==> src/rtl/prbs_mon_pkg.sv <==
// Shared types and helpers for the PRBS error monitor and other checker consumers.
package prbs_mon_pkg;

    typedef enum logic {
        ST_SEARCH = 1'b0,
        ST_LOCKED = 1'b1
    } mon_state_e;

    // Bits needed to hold values 0..n-1; never less than 1.
    function automatic int clog2(input int n);
        int w;
        w = 0;
        for (int i = 0; i < 32; i++) begin
            if ((64'd1 << i) < 64'(n)) w = i + 1;
        end
        return (w == 0) ? 1 : w;
    endfunction

endpackage

==> src/rtl/lib_popcount.sv <==
// Combinational population count of an NBITS-wide vector.
module lib_popcount
    import prbs_mon_pkg::*;
#(
    parameter int NBITS = 8
) (
    input  logic [NBITS-1:0]             BITS,
    output logic [clog2(NBITS+1)-1:0]    COUNT
);

    localparam int PCW = clog2(NBITS + 1);

    always_comb begin
        COUNT = '0;
        for (int i = 0; i < NBITS; i++) begin
            COUNT = COUNT + PCW'(BITS[i]);
        end
    end

endmodule

==> src/rtl/prbs_err_monitor.sv <==
// Lock qualification, windowed loss-of-sync detection and saturating error/word
// counters behind the parallel PRBS checker. Two-stage pipeline: popcount, then update.
module prbs_err_monitor
    import prbs_mon_pkg::*;
#(
    parameter int NBITS      = 8,
    parameter int CNT_W      = 32,
    parameter int LOCK_WORDS = 64,
    parameter int WIN_WORDS  = 1024,
    parameter int LOSS_ERRS  = 16
) (
    input  logic             CLK,
    input  logic             RST,
    input  logic [NBITS-1:0] ERR_IN,
    input  logic             ERR_VALID,
    input  logic             CLR_CNT,
    output logic             LOCKED,
    output logic             ERR_PULSE,
    output logic [CNT_W-1:0] ERR_CNT,
    output logic [CNT_W-1:0] WORD_CNT,
    output logic [CNT_W-1:0] SYNC_LOSS_CNT
);

    localparam int PCW    = clog2(NBITS + 1);
    localparam int RUN_W  = clog2(LOCK_WORDS + 1);
    localparam int WCNT_W = clog2(WIN_WORDS + 1);
    // Window sum stays below LOSS_ERRS between words, so one word can overshoot by NBITS.
    localparam int WSUM_W = clog2(LOSS_ERRS + NBITS + 1);
    localparam int SUM_W  = ((CNT_W > PCW) ? CNT_W : PCW) + 1;
    localparam logic [CNT_W-1:0] CNT_MAX = '1;

    logic [PCW-1:0]    pc_comb, pc_q;
    logic              v1_q;
    mon_state_e        state_q, state_d;
    logic [RUN_W-1:0]  run_q, run_d;
    logic [WCNT_W-1:0] wcnt_q, wcnt_d;
    logic [WSUM_W-1:0] wsum_q, wsum_d, wsum_nx;
    logic              cnt_en, loss;
    logic [SUM_W-1:0]  err_wide;
    logic [CNT_W-1:0]  err_sat, word_inc, sl_inc;

    lib_popcount #(.NBITS(NBITS)) u_popcount (
        .BITS  (ERR_IN),
        .COUNT (pc_comb)
    );

    always_comb begin
        state_d = state_q;
        run_d   = run_q;
        wcnt_d  = wcnt_q;
        wsum_d  = wsum_q;
        cnt_en  = 1'b0;
        loss    = 1'b0;
        wsum_nx = wsum_q + WSUM_W'(pc_q);
        case (state_q)
            ST_SEARCH: begin
                if (v1_q) begin
                    if (pc_q != '0) begin
                        run_d = '0;
                    end else if (run_q == RUN_W'(LOCK_WORDS - 1)) begin
                        state_d = ST_LOCKED;
                        run_d   = '0;
                        wcnt_d  = '0;
                        wsum_d  = '0;
                    end else begin
                        run_d = run_q + 1'b1;
                    end
                end
            end
            ST_LOCKED: begin
                if (v1_q) begin
                    cnt_en = 1'b1;
                    // Loss is checked first so it wins over a coincident window end.
                    if (wsum_nx >= WSUM_W'(LOSS_ERRS)) begin
                        loss    = 1'b1;
                        state_d = ST_SEARCH;
                        run_d   = '0;
                        wcnt_d  = '0;
                        wsum_d  = '0;
                    end else if (wcnt_q == WCNT_W'(WIN_WORDS - 1)) begin
                        wcnt_d = '0;
                        wsum_d = '0;
                    end else begin
                        wcnt_d = wcnt_q + 1'b1;
                        wsum_d = wsum_nx;
                    end
                end
            end
            default: state_d = ST_SEARCH;
        endcase
    end

    always_comb begin
        err_wide = SUM_W'(ERR_CNT) + SUM_W'(pc_q);
        err_sat  = (err_wide > SUM_W'(CNT_MAX)) ? CNT_MAX : err_wide[CNT_W-1:0];
        word_inc = (WORD_CNT == CNT_MAX) ? CNT_MAX : WORD_CNT + 1'b1;
        sl_inc   = (SYNC_LOSS_CNT == CNT_MAX) ? CNT_MAX : SYNC_LOSS_CNT + 1'b1;
    end

    always_ff @(posedge CLK) begin
        if (RST) begin
            v1_q          <= 1'b0;
            pc_q          <= '0;
            state_q       <= ST_SEARCH;
            run_q         <= '0;
            wcnt_q        <= '0;
            wsum_q        <= '0;
            ERR_PULSE     <= 1'b0;
            ERR_CNT       <= '0;
            WORD_CNT      <= '0;
            SYNC_LOSS_CNT <= '0;
        end else begin
            v1_q      <= ERR_VALID;
            pc_q      <= ERR_VALID ? pc_comb : '0;
            state_q   <= state_d;
            run_q     <= run_d;
            wcnt_q    <= wcnt_d;
            wsum_q    <= wsum_d;
            ERR_PULSE <= v1_q && (pc_q != '0);
            if (CLR_CNT) begin
                ERR_CNT       <= '0;
                WORD_CNT      <= '0;
                SYNC_LOSS_CNT <= '0;
            end else begin
                if (cnt_en) begin
                    ERR_CNT  <= err_sat;
                    WORD_CNT <= word_inc;
                end
                if (loss) SYNC_LOSS_CNT <= sl_inc;
            end
        end
    end

    assign LOCKED = (state_q == ST_LOCKED);

endmodule

==> config.mk <==
export PLATFORM = sky130hd
export DESIGN_NAME = prbs_err_monitor
export DESIGN_NICKNAME = d
export VERILOG_FILES = /design/src/rtl/prbs_mon_pkg.sv /design/src/rtl/lib_popcount.sv /design/src/rtl/prbs_err_monitor.sv
export SDC_FILE = /design/constraint.sdc
export NUM_CORES = 1
export LEC_CHECK = 0
export CAP_MARGIN = 20
export CORE_MARGIN = 4
export CORE_UTILIZATION = 48
export CTS_CLUSTER_DIAMETER = 30
export DETAILED_ROUTE_END_ITERATION = 8
export PLACE_DENSITY = 0.73
export SYNTH_ARGS = -nofsm -noshare
export SYNTH_HDL_FRONTEND = slang
export SYNTH_SLANG_ARGS = --single-unit
==> constraint.sdc <==
create_clock -name CLK -period 2.86 [get_ports CLK]
set_input_delay 0.572 -clock CLK [delete_from_list [all_inputs] [get_ports CLK]]
set_output_delay 0.572 -clock CLK [all_outputs]
set_load 0.01 [all_outputs]
* Yosys cells after proc, flatten, opt, wreduce, memory -nomap -nowiden
Cells that the tools add are included.
Word-level totals: register bits after elaboration 126, bits of input ports 12, word-level logic and storage cells 76
Cells by class: reductions and logical operators 6, multiplexer cells 34, bitwise logic cells 2, magnitude comparators 2, eq/ne operators 9, $add $sub $neg 13
Operator list (number):
- $mux 32 | 3
- $mux 11 | 6
- $add 32x1->32 const B | 2
- $eq 32x32->1 const B | 2
- $mux 7 | 5
- $add 32x4->33 | 1
- $gt 33x32->1 const B | 1
- $mux 5 | 6
- $add 4x1->4 | 6
- $pmux 11 s2 | 1
- $pmux 7 s2 | 1
- $add 11x1->11 const B | 1
- $eq 11x10->1 const B | 1
- $mux 1 | 10
- $pmux 5 s2 | 1
- $ne 2x2->1 const B | 4
- $add 7x1->7 const B | 1
- $eq 7x6->1 const B | 1
- $add 5x4->5 | 1
- $ge 5x5->1 const B | 1
- $reduce_and 4->1 | 1
- $reduce_bool 4->1 | 1
- $reduce_or 2->1 | 2
- $reduce_and 3->1 | 1
- 5 further kinds | 6

* Depth between registers and ports, before layout
Gate-level depths: netlist of run 1.
depth after elaboration 7, gate-level depth with buffers 10, depth with buffers taken out 10

* By module
From an unflattened synthesis of run 1, not the netlist that was laid out.
Second synthesis, totals: cell total of the unflattened synthesis 753, area total of the unflattened synthesis 6525.0 um^2
Modules (own cells, without submodules):
- prbs_err_monitor | cells each 729, instances 1, area an instance 6334.8 um^2
- lib_popcount | cells each 24, instances 1, area an instance 190.2 um^2

* Worst setup path before layout of run 1
No wires, ideal clock.
path kind input-to-reg, start point input port ERR_IN[0], end point register pc_q[1], path slack 0.038 ns, stages on the path 9, data arrival time 2.757 ns, library setup time 0.065 ns, buffers on the path 0, cell sequence ha_1 -> inv_1 -> fa_1 -> fa_1 -> inv_1 -> fa_1 -> inv_1 -> fa_1 -> nor2_1
On the way: word-level cells in the longest chain between the ends 7
Ends and longest elaborated chain:
- from (decl) | RTL line prbs_err_monitor.sv:14 | input logic [NBITS-1:0] ERR_IN,
- $add 1x1->2 | RTL line lib_popcount.sv:16 | COUNT = COUNT + PCW'(BITS[i]);
- $add 4x1->4 (6 in a row) | RTL line lib_popcount.sv:16
- to (signal assigned) | RTL line prbs_err_monitor.sv:114 | pc_q <= ERR_VALID ? pc_comb : '0;
- to (decl) | RTL line prbs_err_monitor.sv:32 | logic [PCW-1:0] pc_comb, pc_q;
Every way passes these cells. A chain may end at the register's enable or synchronous reset.

* Worst setup path in the final report of run 1
start point input port ERR_IN[1], end point register pc_q[1]
The elaborated chain is that of the path after synthesis.

==> flow_summary.toml, run 1 <==
[route]
drt_iter0_markers = 418
avgRoutedWirePerCell_um = 15.74
ant_nets = 0
wl_mm = 16.04
drc = 0
viasPerCell = 5.727
dr.pass1.iters = 4
vias = 5836

[clocking]
clockRootBuffer = "clkbuf_16"
post_cts_resized = 5
path_clk_slew_ps = 50
numCtsBuffers = 17
h-tree-depth = 4
postCtsSetupRepairBufs = 0
insertion_delay_ps = 410
numClockSinks = 126
cts_hold_buf = 0
clockBufferDepth = 2
cts_tree = "yes"

[timing]
maxSlewViolCount = 0
setup_ws_ps = 146.7
hold_viol = 0
worstMarginPinSlew_ps = 680.2
setup_viol = 0
fmax_mhz = 368.6
rsz0062_at_grt = "no"
min_period_ps = 2713
finClkSkew_ps = 6.952
slew_headroom = 0.5431
period_share = 0.9487
hold_slack_ps = 459.2

[synthesis]
synth.top_cell.area_share = 0.3976
synth_simple_gate_area_share = 0.2650
synth.avg_cell_area_um2 = 8.800
yosys-top-cells-count = "dfxtp_1 (126), nor2_1 (62), a21oi_1 (50)"
synth.area.top_cells = "dfxtp_1 (40%), xor2_1 (5.9%), a21oi_1 (3.9%)"
synth_top_family_by_area = "simple AND/OR/NAND/NOR gates"
yosysMostFrequentCell = "dfxtp_1"
ys_ff_latch = 126
synth_sequential_area_ratio = 0.3976
synth_compound_area_frac = 0.1542
synth_nets = 754
async_flop_share = 0
synth_edf_count = 0
synth-main-ff-cell = "dfxtp_1"
syn-cell-area_mm2 = 0.006345
synth_cells = 721
synthMuxAreaShare = 0.004930
synth_cell_types = 68
yosysWarnings = 0
synthAdderAreaFrac = 0.04851
yosys.area.top_type = "dfxtp_1"
synthXorXnorAreaFrac = 0.09387

[power]
p_per_area_mw_per_mm2 = 470.0
leakage_nw = 2.898
ir_drop_v = 0.0003316

[min_path]
hold_path.startpoint = "wcnt_q[10]"
hold-path-endpoint = "wcnt_q[10]"
hold-path-cell-count = 2
hp-class = "flip-flop to flip-flop"

[worst_setup_path]
r2r_cells = 9
cp_max_fo = 2
cp_slowest_cell = "fa_1"
start_kind = "primary input"
r2r_end = "ERR_CNT[28]"
path_cells = "dlygate4sd2_1 -> ha_1 -> inv_2 -> fa_1 -> fa_1 -> inv_1 -> fa_2 -> inv_2 -> fa_1 -> nor2_1"
slowest_delay_ps = 510
worst_path_most_repeated_cell = "fa_1"
ff2ff_setup_slack_ps = 230
timing.rr.start = "pc_q[0]"
crit_family = "adder cells"
worstSetupEndpointType = "flip-flop"
critical_path_class = "primary input to flip-flop"
crit_arrival_ps = 3070
cp.required_ps = 3210
critPathBufInv = 4

[floorplan]
coreArea_mm2 = 0.01277
start_util = 0.4967
row_count = 41
dieHeight_um = 123.0
die-area_mm2 = 0.01512
die_w_um = 123.0
ios = 110

[status]
status = "completed"

[finish]
antennaDiodeCount = 0
final_cells = 1019
area_growth_pct = 28.93
layout-drive-gt1-share = 0.08383
fillers = 1058
fin_area_mm2 = 0.008180
final_nets = 871
post-route-util = 0.6404

[grt]
grt_pass1_vias = 5651
antenna_found_initial = 0
gr-usage-all-layers = 0.2164
grt_max_degree = 48
grt_first_pass_wirelength_mm = 26.45
grt_overflow = 0

[job]
maxCapViolations = 0

[placement]
dpl.hpwl_mm = 11.67
place_area_mm2 = 0.007662
dp.cells = 991
dpl_worst_slack_ps = -481.3
place.gp.congestion = 0.9119
io_buffers = 109
cell type report:
cell class	count	area [um2]	share of cell area
multi-input combinational	540	3602	0.4403
sequential	126	2522	0.3084
tap	172	215.2	0.02631
clock inverter	1	5.005	0.0006118
inverter	29	108.9	0.01331
timing repair buffer	124	1214	0.1484
clock buffer	27	513.0	0.06271
worst min-delay path: cells and delay by family, from the launching register on:
family                 cells  cell delay [ps]
flip-flops                 1              300
buffers and inverters      1               70
AO/OA/AOI/OAI              1               50
kinds of logic after synthesis:
| group | Yosys count |
|---|---|
| fa+ha+maj | 21 |
| mux | 3 |
| simple gates | 290 |
| flops | 126 |
| compound gates | 158 |
| xor+xnor | 68 |
| buf+inv | 55 |
where the power goes:
| group | internal (mW) | switching [mW] | total [mW] |
|---|---|---|---|
| registers | 1.77 | 0.0146 | 1.78 |
| clock network | 1.20 | 0.703 | 1.90 |
| logic | 0.0662 | 0.0936 | 0.160 |
| total | 3.03 | 0.811 | 3.84 |
worst max-delay path by stage:
stage,startpoint,end,slack [ps],cells past startpoint
after CTS,ERR_IN[1],pc_q[1],130,10
after floorplan,ERR_IN[0],pc_q[1],40,9
after global placement,ERR_IN[0],pc_q[1],-410,10
after global routing,ERR_IN[1],pc_q[1],60,10
after detailed placement,ERR_IN[0],pc_q[1],-480,10
final,ERR_IN[1],pc_q[1],150,10
registers in the layout (all words and copies together) (netlist names):
| name | flops |
|---|---|
| ERR_CNT | 32 |
| SYNC_LOSS_CNT | 32 |
| WORD_CNT | 32 |
| wcnt_q | 11 |
| run_q | 7 |
| wsum_q | 5 |
| pc_q | 4 |
| ERR_PULSE | 1 |
| LOCKED | 1 |
| v1_q | 1 |
metrics by stage:
step	TNS [ps]	total power [mW]
after floorplan	0	1.919
after global placement	-913.2	1.967
after detailed placement	-1261	1.977
after CTS	0	3.869
after global routing	0	3.963
final	0	3.845
cells in the final DEF, fill, tap and decap left out, types with 5 or more instances in the layout:
cell and count:
o21ai_1 13, clkdlybuf4s50_1 107, dfxtp_1 126, clkbuf_1 5
nor3b_1 5, inv_1 27, a31oi_1 18, a22o_1 5
nor4_2 5, nand4_1 29, buf_4 14, nand3_1 37
and4_1 9, and3_1 22, clkbuf_16 17, a211oi_1 6
ha_1 15, xor2_1 43, clkbuf_8 5, fa_1 5
nor2_1 62, and2_1 10, o21ai_0 38, xnor2_1 25
a21oi_1 50, nor3_1 24, nand2_1 45
per-layer routing:
| layer | GRT usage | vias to the layer above | share of wire |
|---|---|---|---|
| met1 | 0.2714 | 2794 | 0.44 |
| met4 | 0.09481 | 0 | 0.029 |
| li1 | - | 2842 | - |
| met5 | 0 | - | 0 |
| met2 | 0.3574 | 164 | 0.48 |
| met3 | 0.04941 | 36 | 0.050 |
Power figures use the tool's default switching activity.
==> run 2: changes to the inputs <==
--- a/config.mk
+++ b/config.mk
@@ -11,6 +11,7 @@
 export CTS_CLUSTER_DIAMETER = 30
 export DETAILED_ROUTE_END_ITERATION = 8
 export PLACE_DENSITY = 0.73
+export REMOVE_ABC_BUFFERS = 1
 export SYNTH_ARGS = -nofsm -noshare
 export SYNTH_HDL_FRONTEND = slang
 export SYNTH_SLANG_ARGS = --single-unit
==> run 2 against run 1 <==
  * Sequential power about the same
  * Non-clock buffer count up 4
  * Wire length up 2.2%
  * Critical path type unchanged
  * Power rose by 8.2%
  * Largest cell class unchanged
==> flow_summary.toml, run 2 (synthesis results as in run 1) <==
[route]
ant_nets = 0
drc = 0
wl_mm = 16.39
vias = 5850
dr.pass1.iters = 5
drt_iter0_markers = 441
viasPerCell = 5.702
avgRoutedWirePerCell_um = 15.97

[worst_setup_path]
ff2ff_setup_slack_ps = 170
critical_path_class = "primary input to flip-flop"
start_kind = "primary input"
crit_start = "ERR_IN[0]"
cp.required_ps = 3210
r2r_end = "ERR_CNT[26]"
cp_slowest_cell = "fa_1"
cp_max_fo = 2
worstSetupEndpointType = "flip-flop"
timing.rr.start = "ERR_CNT[0]"
path_cells = "dlygate4sd2_1 -> ha_1 -> inv_2 -> fa_1 -> fa_1 -> inv_1 -> fa_2 -> inv_2 -> fa_2 -> nor2_1"
critPathBufInv = 4
r2r_cells = 9
slowest_delay_ps = 520
crit_family = "adder cells"
crit_arrival_ps = 3110

[power]
p_per_area_mw_per_mm2 = 501.8
leakage_nw = 2.962
ir_drop_v = 0.0003713

[grt]
antenna_found_initial = 0
grt_first_pass_wirelength_mm = 27.01
grt_max_degree = 39
grt_pass1_vias = 5493
grt_overflow = 0
gr-usage-all-layers = 0.2209

[finish]
final_cells = 1026
layout_common_cells = "dfxtp_1 (126), clkdlybuf4s50_1 (107), nor2_1 (62)"
area_growth_pct = 30.70
antennaDiodeCount = 0
final_nets = 875
layout-drive-gt1-share = 0.09485
reg.largest.list = "ERR_CNT x32, SYNC_LOSS_CNT x32, WORD_CNT x32"
layout_commonest_cell = "dfxtp_1"
fillers = 1009

[floorplan]
die-area_mm2 = 0.01512
die_w_um = 123.0
ios = 110
row_count = 41
dieHeight_um = 123.0
start_util = 0.4967
coreArea_mm2 = 0.01277

[timing]
finClkSkew_ps = 7.570
period_share = 0.9645
fin_setup_tns_ps = 0
maxSlewViolCount = 0
slew_headroom = 0.4483
worstMarginPinSlew_ps = 827.6
setup_viol = 0
fmax_mhz = 362.5
hold_viol = 0
min_period_ps = 2759
rsz0062_at_grt = "no"

[clocking]
numClockSinks = 126
h-tree-depth = 4
cts_tree = "yes"
clockRootBuffer = "clkbuf_16"
cts_hold_buf = 0
numCtsBuffers = 17
path_clk_slew_ps = 50
clockBufferDepth = 2
insertion_delay_ps = 420

[job]
maxCapViolations = 0

[min_path]
hp-class = "flip-flop to flip-flop"
hold-path-cell-count = 2
hold_path.startpoint = "wcnt_q[10]"
hold-path-endpoint = "wcnt_q[10]"

[status]
status = "completed"

[placement]
dpl.hpwl_mm = 11.75
io_buffers = 109
dp.cells = 995
place.gp.congestion = 0.8538
## run 2: changes by cell type in the layout (fill, tap and decap cells not counted)
cell	before	now
clkinv_2	1	3
fa_1	5	4
fa_2	1	2
buf_4	14	19
clkbuf_1	5	3
buf_12	1	0
bufinv_16	0	3
## run 2: through the flow
step	instance area (um2)	worst slack, ps	hold slack (ps)	utilization	power, mW
2_1_floorplan	6226	-265.5	409.2	-	1.913
3_5_place_dp	7680	-501.0	431.8	0.6012	1.976
6_report	8293	101.4	440.3	0.6492	4.162
4_1_cts	8293	92.58	444.6	0.6492	4.195
5_1_grt	8293	7.763	462.5	0.6492	4.305
3_3_place_gp	7680	-416.6	423.8	0.6012	1.965
## run 2: final cells by class
type                            instances  area (um2)  area share
Clock buffer                           25       505.5     0.06095
Clock inverter                          6       105.1     0.01267
Inverter                               29       108.9     0.01313
Multi-Input combinational cell        540        3605      0.4347
Sequential cell                       126        2522      0.3042
Tap cell                              172       215.2     0.02595
Timing Repair Buffer                  128        1231      0.1485
## run 2: worst max-delay path by stage
stage               cells after the start           endpoint  slack (ps)
global route                            9        ERR_CNT[26]           8
finish                                 10            pc_q[1]         100
CTS                                    10            pc_q[1]          90
floorplan                               8  SYNC_LOSS_CNT[16]        -270
detailed placement                     10            pc_q[1]        -500
global placement                       10            pc_q[1]        -420
## run 2: layer usage
| metal | up-vias | wire (um) | track usage |
|---|---|---|---|
| met5 | - | 0 | 0 |
| met4 | 0 | 326 | 0.08304 |
| met3 | 24 | 967 | 0.04895 |
| met2 | 187 | 7711 | 0.3471 |
| met1 | 2776 | 7385 | 0.2986 |
| li1 | 2863 | - | - |
## run 2: power breakdown
| group | total (mW) | internal, mW | switching (mW) |
|---|---|---|---|
| Sequential | 1.78 | 1.77 | 0.0109 |
| Clock | 2.22 | 1.48 | 0.742 |
| Combinational | 0.166 | 0.0670 | 0.0990 |
| Total | 4.16 | 3.31 | 0.851 |
## run 2: what timing repair did
item,in CTS,in global routing
setup endpoints to repair,1,0
buffers inserted,0,0
resized for setup,6,0
## run 2: worst min-delay path, delay by kind of cell (launching register included)
| kind | cells | cell delay (ps) |
|---|---|---|
| AO/OA/AOI/OAI | 1 | 40 |
| buffers and inverters | 1 | 60 |
| flip-flops | 1 | 300 |
==> edit, RTL diff (flow settings as in run 1) <==
The output `ERR_PULSE` loses its register stage (`ERR_PULSE` becomes a continuous assignment).
--- a/src/rtl/prbs_err_monitor.sv
+++ b/src/rtl/prbs_err_monitor.sv
@@ -105,7 +105,6 @@
             run_q         <= '0;
             wcnt_q        <= '0;
             wsum_q        <= '0;
-            ERR_PULSE     <= 1'b0;
             ERR_CNT       <= '0;
             WORD_CNT      <= '0;
             SYNC_LOSS_CNT <= '0;
@@ -116,7 +115,6 @@
             run_q     <= run_d;
             wcnt_q    <= wcnt_d;
             wsum_q    <= wsum_d;
-            ERR_PULSE <= v1_q && (pc_q != '0);
             if (CLR_CNT) begin
                 ERR_CNT       <= '0;
                 WORD_CNT      <= '0;
@@ -131,6 +129,8 @@
         end
     end
 
+    assign ERR_PULSE = v1_q && (pc_q != '0);
+
     assign LOCKED = (state_q == ST_LOCKED);
 
 endmodule
Behaviour: not the same (Yosys sat finds a counterexample within 4 cycles, from zero or initial values and one cycle with RST high).
==> edit against run 1 <==
Synthesized cell count is 3.7% higher; total power increased by 5.6%; wire length is 9.3% higher; first-iteration DRC count down 11%; worst setup slack worse by 0.018 ns; sequential cell count down 1; highest routed layer unchanged; clock skew grew 0.0034 ns; utilization decreased by 0.25 points; combinational power increased by 8%; synthesized area increased by 3.8%; critical path depth stayed put; design area up 4.1%.
==> edit: results (changes against run 1) <==
* Status: finished, final reports clean (unchanged)
* Critical Path AT at 3.09 ns (was 3.07 ns)
* DP Wirelength at 12.4 mm (was 11.7 mm)
* Layout Nets at 897 (was 871)
* F_max at 366 MHz (was 369 MHz)
* Worst-Skew Late Latency at around 0.42 ns
* DP Area at 0.00793 mm^2 (was 0.00766 mm^2)
* Total detailed-routing wirelength at 17.5 mm (was 16.0 mm)
* Post-synthesis sequential area ratio at 0.380 (was 0.398)
* Reg clk slew, reported paths at 0.05 ns (about the same)
* Syn Nets at 781 (was 754)
* CTS tree: built (unchanged)
* Largest stage delay, worst path at 0.53 ns (was 0.51 ns)
* Flop2flop setup slack at 0.26 ns (was 0.23 ns)
* Clk root buf: clkbuf_16 (unchanged)
* Largest net degree at the start of global routing at 55 (was 48)
* CTS buffer count at 17 (unchanged)
* Vias in the first global route at 6,087 (was 5,651)
* Layout cells sized above 1 at 0.0935 (was 0.0838)
* Drt pass-1 iters at 5 (was 4)
* Post-synthesis compound-gate area fraction at 0.185 (was 0.154)
* Int Power at 3.19 mW (was 3.03 mW)
* Syn avg cell area at 8.80 um^2 (about the same)
* Most instantiated cells after synthesis: dfxtp_1 (125), a21oi_1 (60), nand2_1 (49) (was dfxtp_1 (126), nor2_1 (62), a21oi_1 (50))
* Vias at 6,203 (was 5,836)
* Synth unique cells at 73 (was 68)
* Global placer's final weighted congestion at 0.843 (was 0.912)
* Leakage power at 2.95 nW (was 2.90 nW)
* Post-synthesis adder-cell area fraction at 0.0467 (was 0.0485)
* Post-Place Setup Slack at -0.519 ns (was -0.481 ns)
* Wirelength per Cell at 16.7 um (was 15.7 um)
* Xor/xnor share of the synthesized area at 0.0984 (was 0.0939)
* Worst VDD drop at 0.427 mV (was 0.332 mV)
* Total GRT Usage at 0.223 (was 0.216)
* DP Cell Count at 1,021 (was 991)
* FFs w/ async S/R, synth at 0 (unchanged)
* Area contributors post-synth: dfxtp_1 (38%), xor2_1 (6.0%), a21oi_1 (4.6%), xnor2_1 (3.9%), nand4_1 (3.6%) (was dfxtp_1 (40%), xor2_1 (5.9%), a21oi_1 (3.9%), nor2_1 (3.7%), xnor2_1 (3.5%))
* Slowest cell on crit path: fa_1 (unchanged)
* Post-Route Skew at 0.0103 ns (was 0.00695 ns)
* Post-CTS setup buffer count at 0 (unchanged)
* Post-synthesis mux area share at 0.00931 (was 0.00493)
* Ys Warns at 0 (unchanged)
* Worst hold path type: register to register (unchanged)
* First-pass GRT wire length at 29.5 mm (was 26.5 mm)
* WHS at 0.450 ns (was 0.459 ns)
* Worst Tran Pin Value at 0.734 ns (was 0.680 ns)
* DRT iter0 DRCs at 370 (was 418)
* Longest Clk Path Bufs at 2 (unchanged)
* PortBufs at 109 (unchanged)
[edit: changes by cell type after synthesis, moves of 6 or more]
cell,before,now
o21ai_0,38,28
and2_1,10,16
nor3_1,25,15
nor2_1,62,43
a2111oi_2,0,6
nand4_1,29,38
a211oi_1,6,12
clkbuf_1,12,22
a21oi_1,50,60
[edit: worst paths after layout]
kind | cells after the start | startpoint | endpoint
worst max register to register | 7 | pc_q[0] | SYNC_LOSS_CNT[17]
worst max-delay path | 10 | ERR_IN[0] | pc_q[1]
worst min-delay path | 2 | run_q[6] | run_q[6]
worst min register to register | 2 | run_q[6] | run_q[6]
[edit: worst max-delay path, delay by kind of cell]
family	cells	cell delay, ns
fa+ha+maj	5	2.03
buf+inv	4	0.39
simple gates	1	0.10
[edit: cell type report]
| type | count | area, um^2 |
|---|---|---|
| fillers | 1150 | 4830 |
| multi-input cells | 560 | 3830 |
| flip-flops and latches | 125 | 2500 |
| repair buffers | 132 | 1270 |
| clock buffers | 26 | 499 |
| well taps | 176 | 220 |
| inverters | 28 | 105 |
| clock inverters | 6 | 82.6 |
[edit: per-layer routing]
metal | global-route usage | up-vias | part of all wire
met5 | 0 | - | 0
met4 | 0.0804 | 0 | 0.016
met3 | 0.0627 | 25 | 0.054
met2 | 0.363 | 165 | 0.48
met1 | 0.284 | 3005 | 0.45
li1 | - | 3008 | -
[edit: power groups by stage]
stage          registers (mW)  logic (mW)  clock network (mW)
2_1_floorplan            1.80       0.111                   0
3_3_place_gp             1.80       0.159                   0
3_5_place_dp             1.80       0.170                   0
4_1_cts                  1.76       0.176                2.15
5_1_grt                  1.76       0.200                2.23
6_report                 1.76       0.173                2.12
[edit: repair_timing]
item	in CTS	in global routing
hold endpoints to repair	0	0
gates resized for setup	6	1
pin swaps	6	0
setup endpoints to repair	1	3
